==> src/rtl/sha256_stream_hasher_if.sv <==
// Handshake bundle for sha256_stream_hasher: padded-block input channel and
// digest output channel. The optional sha224 select exists only when
// SHA256_SHA224_EN is defined.
interface sha256_stream_hasher_if #(
  parameter int BLOCK_W  = 512,
  parameter int DIGEST_W = 256
);
  logic                src_data_val;
  logic [BLOCK_W-1:0]  src_data;
  logic                src_data_last;
  logic                src_rdy;
`ifdef SHA256_SHA224_EN
  logic                sha224;
`endif
  logic                digest_val;
  logic [DIGEST_W-1:0] digest;
  logic                dst_digest_rdy;

  // block source / digest consumer side
  modport master (
`ifdef SHA256_SHA224_EN
    output sha224,
`endif
    output src_data_val, src_data, src_data_last, dst_digest_rdy,
    input  src_rdy, digest_val, digest
  );

  // hasher side
  modport slave (
`ifdef SHA256_SHA224_EN
    input  sha224,
`endif
    input  src_data_val, src_data, src_data_last, dst_digest_rdy,
    output src_rdy, digest_val, digest
  );
endinterface

==> src/rtl/sha256_stream_hasher.sv <==
// Streaming SHA-256 engine: takes pre-padded 512-bit blocks, runs one
// compression round per cycle (66 cycles per block) and presents the
// 256-bit digest after the block flagged last.
// Optional SHA-224 mode is compiled in with SHA256_SHA224_EN.
module sha256_stream_hasher (
  input  logic                 clk,
  input  logic                 rst,
  sha256_stream_hasher_if.slave bus
);

  localparam logic [255:0] IV256 = {
    32'h6a09e667, 32'hbb67ae85, 32'h3c6ef372, 32'ha54ff53a,
    32'h510e527f, 32'h9b05688c, 32'h1f83d9ab, 32'h5be0cd19};
`ifdef SHA256_SHA224_EN
  localparam logic [255:0] IV224 = {
    32'hc1059ed8, 32'h367cd507, 32'h3070dd17, 32'hf70e5939,
    32'hffc00b31, 32'h68581511, 32'h64f98fa7, 32'hbefa4fa4};
`endif

  localparam logic [31:0] K [0:63] = '{
    32'h428a2f98, 32'h71374491, 32'hb5c0fbcf, 32'he9b5dba5, 32'h3956c25b, 32'h59f111f1, 32'h923f82a4, 32'hab1c5ed5,
    32'hd807aa98, 32'h12835b01, 32'h243185be, 32'h550c7dc3, 32'h72be5d74, 32'h80deb1fe, 32'h9bdc06a7, 32'hc19bf174,
    32'he49b69c1, 32'hefbe4786, 32'h0fc19dc6, 32'h240ca1cc, 32'h2de92c6f, 32'h4a7484aa, 32'h5cb0a9dc, 32'h76f988da,
    32'h983e5152, 32'ha831c66d, 32'hb00327c8, 32'hbf597fc7, 32'hc6e00bf3, 32'hd5a79147, 32'h06ca6351, 32'h14292967,
    32'h27b70a85, 32'h2e1b2138, 32'h4d2c6dfc, 32'h53380d13, 32'h650a7354, 32'h766a0abb, 32'h81c2c92e, 32'h92722c85,
    32'ha2bfe8a1, 32'ha81a664b, 32'hc24b8b70, 32'hc76c51a3, 32'hd192e819, 32'hd6990624, 32'hf40e3585, 32'h106aa070,
    32'h19a4c116, 32'h1e376c08, 32'h2748774c, 32'h34b0bcb5, 32'h391c0cb3, 32'h4ed8aa4a, 32'h5b9cca4f, 32'h682e6ff3,
    32'h748f82ee, 32'h78a5636f, 32'h84c87814, 32'h8cc70208, 32'h90befffa, 32'ha4506ceb, 32'hbef9a3f7, 32'hc67178f2};

  typedef enum logic [1:0] {IDLE, ROUND, UPDATE, OUT} state_t;

  function automatic logic [31:0] rotr(input logic [31:0] x, input int n);
    return (x >> n) | (x << (32 - n));
  endfunction
  function automatic logic [31:0] bsig0(input logic [31:0] x);
    return rotr(x, 2) ^ rotr(x, 13) ^ rotr(x, 22);
  endfunction
  function automatic logic [31:0] bsig1(input logic [31:0] x);
    return rotr(x, 6) ^ rotr(x, 11) ^ rotr(x, 25);
  endfunction
  function automatic logic [31:0] ssig0(input logic [31:0] x);
    return rotr(x, 7) ^ rotr(x, 18) ^ (x >> 3);
  endfunction
  function automatic logic [31:0] ssig1(input logic [31:0] x);
    return rotr(x, 17) ^ rotr(x, 19) ^ (x >> 10);
  endfunction

  state_t            state, state_nxt;
  logic [5:0]        t;
  // w[15] is W[t]; w[15-k] is W[t+k]
  logic [15:0][31:0] w;
  logic [31:0]       a, b, c, d, e, f, g, h;
  // hv[7] is H0, hv[0] is H7 - same layout as the digest port
  logic [7:0][31:0]  hv;
  logic              first;      // next accepted block starts a message
  logic              blk_first;  // block in flight started its message
  logic              last;
  logic              rdy, dval, accept;
  logic [255:0]      iv_in, iv_msg;
  logic [7:0][31:0]  base, work;
  logic [31:0]       t1, t2, w_new;

`ifdef SHA256_SHA224_EN
  logic mode224;
  assign iv_in      = bus.sha224 ? IV224 : IV256;
  assign iv_msg     = mode224 ? IV224 : IV256;
  assign bus.digest = {hv[7:1], hv[0] & {32{~mode224}}};

  // mode is fixed for the whole message by its first block
  always_ff @(posedge clk or posedge rst)
    if (rst)                 mode224 <= 1'b0;
    else if (accept && first) mode224 <= bus.sha224;
`else
  assign iv_in      = IV256;
  assign iv_msg     = IV256;
  assign bus.digest = hv;
`endif

  assign accept         = (state == IDLE) && bus.src_data_val;
  assign bus.src_rdy    = rdy;
  assign bus.digest_val = dval;

  // state register
  always_ff @(posedge clk or posedge rst)
    if (rst) state <= IDLE;
    else     state <= state_nxt;

  // next-state and handshake outputs; src_rdy is masked while rst is held
  always_comb begin
    state_nxt = state;
    rdy       = 1'b0;
    dval      = 1'b0;
    case (state)
      IDLE: begin
        rdy = ~rst;
        if (bus.src_data_val) state_nxt = ROUND;
      end
      ROUND:  if (t == 6'd63) state_nxt = UPDATE;
      UPDATE: state_nxt = last ? OUT : IDLE;
      OUT: begin
        dval = 1'b1;
        if (bus.dst_digest_rdy) state_nxt = IDLE;
      end
      default: state_nxt = IDLE;
    endcase
  end

  // round function, schedule extension and chaining-value base
  always_comb begin
    t1    = h + bsig1(e) + ((e & f) ^ (~e & g)) + K[t] + w[15];
    t2    = bsig0(a) + ((a & b) ^ (a & c) ^ (b & c));
    w_new = ssig1(w[1]) + w[6] + ssig0(w[14]) + w[15];
    // H is never preloaded with the IV, so the digest port holds the
    // previous result until this block's UPDATE
    base  = blk_first ? iv_msg : hv;
    work  = {a, b, c, d, e, f, g, h};
  end

  // datapath: block capture, rounds, chaining-value update
  always_ff @(posedge clk or posedge rst)
    if (rst) begin
      t         <= '0;
      w         <= '0;
      {a, b, c, d, e, f, g, h} <= '0;
      hv        <= '0;
      first     <= 1'b1;
      blk_first <= 1'b0;
      last      <= 1'b0;
    end else begin
      case (state)
        IDLE: if (accept) begin
          w         <= bus.src_data;
          last      <= bus.src_data_last;
          blk_first <= first;
          first     <= 1'b0;
          t         <= '0;
          {a, b, c, d, e, f, g, h} <= first ? iv_in : hv;
        end
        ROUND: begin
          h <= g;
          g <= f;
          f <= e;
          e <= d + t1;
          d <= c;
          c <= b;
          b <= a;
          a <= t1 + t2;
          w <= {w[14:0], w_new};
          t <= t + 6'd1;
        end
        UPDATE: begin
          for (int i = 0; i < 8; i++) hv[i] <= base[i] + work[i];
          if (last) first <= 1'b1;
        end
        default: ;
      endcase
    end

endmodule

==> src/flat_wrapper.sv <==
// flat-port wrapper written by rule: the top's interface ports become plain ports
module sha256_stream_hasher_flat 
  (clk, rst, bus_src_data_val, bus_src_data, bus_src_data_last, bus_dst_digest_rdy, bus_src_rdy, bus_digest_val, bus_digest);
  sha256_stream_hasher_if bus_i ();
  input  logic clk;
  input  logic rst;
  input wire logic [$bits(bus_i.src_data_val)-1:0] bus_src_data_val;
  input wire logic [$bits(bus_i.src_data)-1:0] bus_src_data;
  input wire logic [$bits(bus_i.src_data_last)-1:0] bus_src_data_last;
  input wire logic [$bits(bus_i.dst_digest_rdy)-1:0] bus_dst_digest_rdy;
  output wire logic [$bits(bus_i.src_rdy)-1:0] bus_src_rdy;
  output wire logic [$bits(bus_i.digest_val)-1:0] bus_digest_val;
  output wire logic [$bits(bus_i.digest)-1:0] bus_digest;
  assign bus_i.src_data_val = bus_src_data_val;
  assign bus_i.src_data = bus_src_data;
  assign bus_i.src_data_last = bus_src_data_last;
  assign bus_i.dst_digest_rdy = bus_dst_digest_rdy;
  assign bus_src_rdy = bus_i.src_rdy;
  assign bus_digest_val = bus_i.digest_val;
  assign bus_digest = bus_i.digest;
  sha256_stream_hasher u_core (.clk(clk), .rst(rst), .bus(bus_i));
endmodule
==> config.mk <==
export PLATFORM = sky130hd
export DESIGN_NAME = sha256_stream_hasher_flat
export DESIGN_NICKNAME = d
export VERILOG_FILES = /design/src/rtl/sha256_stream_hasher_if.sv /design/src/rtl/sha256_stream_hasher.sv /design/src/flat_wrapper.sv
export SDC_FILE = /design/constraint.sdc
export NUM_CORES = 2
export LEC_CHECK = 0
export BUFFER_PORTS_ARGS = -buffer_cell sky130_fd_sc_hd__clkbuf_2
export CAP_MARGIN = 5
export CORE_MARGIN = 2
export CORE_UTILIZATION = 67
export CTS_BUF_LIST = sky130_fd_sc_hd__clkbuf_4 sky130_fd_sc_hd__clkbuf_8
export DETAILED_ROUTE_END_ITERATION = 16
export GPL_TIMING_DRIVEN = 1
export HOLD_SLACK_MARGIN = 0.12
export PLACE_DENSITY = 0.89
export SYNTH_ARGS = -nofsm -noshare
export SYNTH_HDL_FRONTEND = slang
export SYNTH_SLANG_ARGS = --single-unit
==> constraint.sdc <==
create_clock -name clk -period 79.2 [get_ports clk]
set_input_delay 11.88 -clock clk [delete_from_list [all_inputs] [get_ports clk]]
set_output_delay 11.88 -clock clk [all_outputs]
set_load 0.02 [all_outputs]
---- Word-level counts from Yosys, hierarchy flattened ----
Memory sizes are Yosys's and may differ from the RTL's.
Cells that the tools add are included.
word-level totals
  flip-flop bits (word level) ............. 1,035
  memory bits (read-only) ................. 2,048
  input bits .............................. 517
  output and inout bits ................... 258
  word-level logic and storage cells ...... 138
  memories ................................ 1
cells by class
  add/subtract/negate cells ............... 19
  $lt $le $gt $ge ......................... 1
  equality and inequality tests ........... 9
  multiplexer cells ....................... 34
  bitwise gates (word level) .............. 29
  reductions and logical operators ........ 8
memories
  memory           depth  width  read ports  clocked after memory_dff  write ports  line                         text
  (no name shown)  64     32     1           0                         0            sha256_stream_hasher.sv:110  t1 = h + bsig1(e) + ((e & f) ^ (~e & g)) + K[t] + w[15];
operator list
  operator          number
  $pmux W512 S2     1
  $add A32 B32 Y32  18
  $mux W256         2
  $mux W512         1
  $pmux W32 S2      8
  $mux W32          10
  $xor A32 B32 Y32  9
  $and A32 B32 Y32  5
  $not A32 Y32      1
  $or A10 B32 Y32   1
  $or A13 B32 Y32   1
  $or A14 B32 Y32   1
  $or A15 B32 Y32   1
  $or A19 B32 Y32   1
  $or A21 B32 Y32   1
  $or A25 B32 Y32   1
  $or A26 B32 Y32   1
  $or A30 B32 Y32   1
  $or A7 B32 Y32    1
  $xor A32 B22 Y32  1
  $xor A32 B29 Y32  1
  $pmux W6 S2       1
  $mux W2           4
  $pmux W2 S4       1
  other kinds (17)  27

---- Longest topological paths before layout ----
  depth after elaboration ................. 9
  gate-level depth with buffers ........... 41
  mapped depth without buffers ............ 39

---- Least setup slack after synthesis ----
No wires, ideal clock.
  path type ............................... input -> output
  start ................................... input rst
  end ..................................... output bus_src_rdy
  arrival time ............................ 12,335 ps
  required time ........................... 67,320 ps
  setup slack ............................. 54,985 ps
  stages on the path ...................... 1
  path buffers ............................ 0
  cell sequence ........................... nor3_1
on the way
  longest elaborated chain between the ends .. 2
RTL lines
  item                line                        text
  start: declaration  flat_wrapper.sv:6           input logic rst;
  $not A1 Y1          sha256_stream_hasher.sv:95  rdy = ~rst;
  $mux W1             sha256_stream_hasher.sv:93  case (state)
  end: declaration    flat_wrapper.sv:11          output wire logic [$bits(bus_i.src_rdy)-1:0] bus_src_rdy;
Every way passes these cells.

---- Final worst setup path ----
Ends and elaborated chain as after synthesis.

==> flow_metrics.env <==
export IMPL_multi_input_area_mm2=0.04260
export IMPL_viasPerCell=6.690
export IMPL_clk_pin_slew_ns=0.06
export IMPL_cp_end_kind="output pin"
export IMPL_yosys_most_used_dff="dfrtp_1"
export IMPL_regArea_mm2=0.02591
export IMPL_overflow=0
export IMPL_place_area_mm2=0.07609
export IMPL_setup_tns_ns=0
export IMPL_timing_rr_end="u_core.a[31]"
export IMPL_use_met1_pct=61.66
export IMPL_hold_viol_final=0
export IMPL_seq_area_frac_synth_pct=36.00
export IMPL_layout_drive_gt1_share_pct=15.09
export IMPL_period_share_pct=30.62
export IMPL_arrival_ns=12.37
export IMPL_wl_mm=286.1
export IMPL_synth_edf_count=0
export IMPL_synth_fp_nets=9740
export IMPL_io_pins=775
export IMPL_first_pass_iters=10
export IMPL_cts_setup_buffers=0
export IMPL_vias=71272
export IMPL_rrSetupSlack_ns=67.70
export IMPL_synth_avg_cell_area_um2=8.332
export IMPL_top_usage_layer="met2"
export IMPL_max_slew_margin_rel_pct=11.03
export IMPL_numCtsBuffers=178
export IMPL_start_util_pct=67.39
export IMPL_start_kind="input port"
export IMPL_root_buffer="clkbuf_8"
export IMPL_clockBufferDepth=3
export IMPL_die_area_mm2=0.1100
export IMPL_fillers=7572
export IMPL_outcome="completed"
export IMPL_synth_cell_types=97
export IMPL_syn_inst=8635
export IMPL_hold_depth=2
export IMPL_met2_usage_pct=73.19
export IMPL_reg2reg_depth=33
export IMPL_antenna_left=0
export IMPL_period_needed_ns=24.25
export IMPL_rsz0062_at_grt="false"
export IMPL_critical_path_class="in2out"
export IMPL_io_buffer_count=774
export IMPL_fin_skew_ns=0.05988
export IMPL_first_iter_violations=9789
export IMPL_ys_warn_count=0
export IMPL_dp_hpwl_mm=208.5
export IMPL_r2r_start="u_core.t[1]"
export IMPL_hp_class="reg2reg"
export IMPL_cp_required_ns=67.32
export IMPL_maxCapViolations=0
export IMPL_min_to="u_core.w[15]"
export IMPL_cts_resized=0
export IMPL_path_max_fanout=2
export IMPL_finalNetCount=10175
export IMPL_grt_pass1_vias=67755
export IMPL_synth_async_reset_ratio_pct=100.0
export IMPL_die_w_um=331.7
export IMPL_holdBufCountCts=0
export IMPL_antenna_found_initial=48
export IMPL_htree_num_levels=4
export IMPL_hp_start="u_core.w[15]"
export IMPL_gp_congestion=1.067
export IMPL_layout_setup_ws_ns=54.95
export IMPL_final_cells=10653
export IMPL_tightest_slew_ns=1.330
export IMPL_grt_pass1_wl_mm=420.9
export IMPL_final_cell_area_mm2=0.08008
export IMPL_wl_per_cell_um=26.85
export IMPL_cts_tree="done"
export IMPL_place_inst=10292
export IMPL_clock_sinks=1035
export IMPL_dp_slack_ns=54.96
export IMPL_core_area_mm2=0.1068
export IMPL_setup_viol=0
export IMPL_fmax_ghz=0.04124
export IMPL_synth_seq_cells=1035
export IMPL_slew_viol_final=0
export IMPL_area_growth_pct=11.31
export IMPL_grt_max_degree=247
export IMPL_clk_latency_ns=0.94
export IMPL_syn_area_mm2=0.07194
export IMPL_die_h_um=331.7
export IMPL_drc_errors=0
export IMPL_grt_usage_pct=50.84
export IMPL_grt_util_met3_pct=15.29
export IMPL_num_rows=120
## final cells by class
type / count / area share (%)
multi-input cells: 6667 / 53.20
flip-flops and latches: 1035 / 32.36
repair buffers: 848 / 5.669
clock buffers: 286 / 4.400
well taps: 1403 / 2.192
diodes: 46 / 0.1437
inverters: 340 / 1.603
clock inverters: 28 / 0.4359
## cells by family (layout without fill, tap and decap cells)
family / after synthesis / count (layout) / share of synthesized area, %
simple gates: 3139 / 3139 / 18.61
compound gates: 2275 / 2275 / 19.88
flops: 1035 / 1035 / 36.00
buf+inv: 933 / 1502 / 4.875
fa+ha+maj: 612 / 612 / 12.60
xor+xnor: 589 / 589 / 7.181
mux: 52 / 52 / 0.8592
other cells: 0 / 46 / 0
## state kept, by name (all words and copies together) (netlist names), 6 cells and up
| name | cells |
|---|---|
| u_core.t | 6 |
| u_core.h | 32 |
| u_core.d | 32 |
| u_core.w | 512 |
| u_core.e | 32 |
| u_core.a | 32 |
| u_core.f | 32 |
| u_core.c | 32 |
| u_core.g | 32 |
| u_core.b | 32 |
| u_core.bus.digest | 256 |
## routing by layer
metal,wire length (µm),part of all wire (%),up-vias
li1,-,-,30609
met1,97690,34,33750
met2,119400,42,5367
met3,37080,13,1532
met4,31850,11,14
met5,90,0.031,-
## how the worst max path moves through the flow
stage / from / depth (start not counted) / slack [ns] / to
after CTS: rst / 3 / 54.96 / bus_src_rdy
after detailed placement: rst / 3 / 54.96 / bus_src_rdy
after global routing: rst / 3 / 54.96 / bus_src_rdy
final: rst / 3 / 54.95 / bus_src_rdy
after floorplan: rst / 1 / 38.19 / u_core.a[0]
after global placement: rst / 3 / 54.96 / bus_src_rdy
## cells in the final DEF, fill, tap and decap left out, types with 336 or more instances in the layout
cell / n
nand2_1: 1542
dfrtp_1: 1029
nor2_1: 915
clkbuf_2: 775
a31oi_1: 551
o21ai_0: 500
a21oi_1: 443
ha_1: 393
xnor2_1: 385
inv_1: 336
## cells in the mapped netlist, drive strengths merged, types with 67 or more instances
library cell	count	area share, %
inv	339	1.8
and3	72	0.63
o22ai	145	1.3
a21o	170	1.8
a21oi	444	3.1
xnor2	386	4.7
nand3	67	0.47
nor2	918	4.8
or2	151	1.3
ha	393	6.8
clkbuf	555	2.9
o21ai	509	3.5
nor2b	148	1.3
fa	195	5.4
dfrtp	1034	36
nor3	68	0.50
xor2	203	2.5
a31oi	552	4.8
o21bai	69	0.72
nand2	1544	8.1
## worst max-delay path, stage by stage
cell,delay (ns)
clkbuf_2,0.14
nor3_1,0.15
clkbuf_2,0.20
## per-stage QoR
step	util (%)	hold WS, ns
detailed placement	71.27	0.4865
CTS	74.90	0.4996
finish	75.01	0.4950
global route	74.99	0.5322
global placement	71.27	0.4707
floorplan	-	0.4505
Power is left out: the tool's default activity adds up to more than one toggle a clock period on the data nets, which glitch-free logic cannot reach.
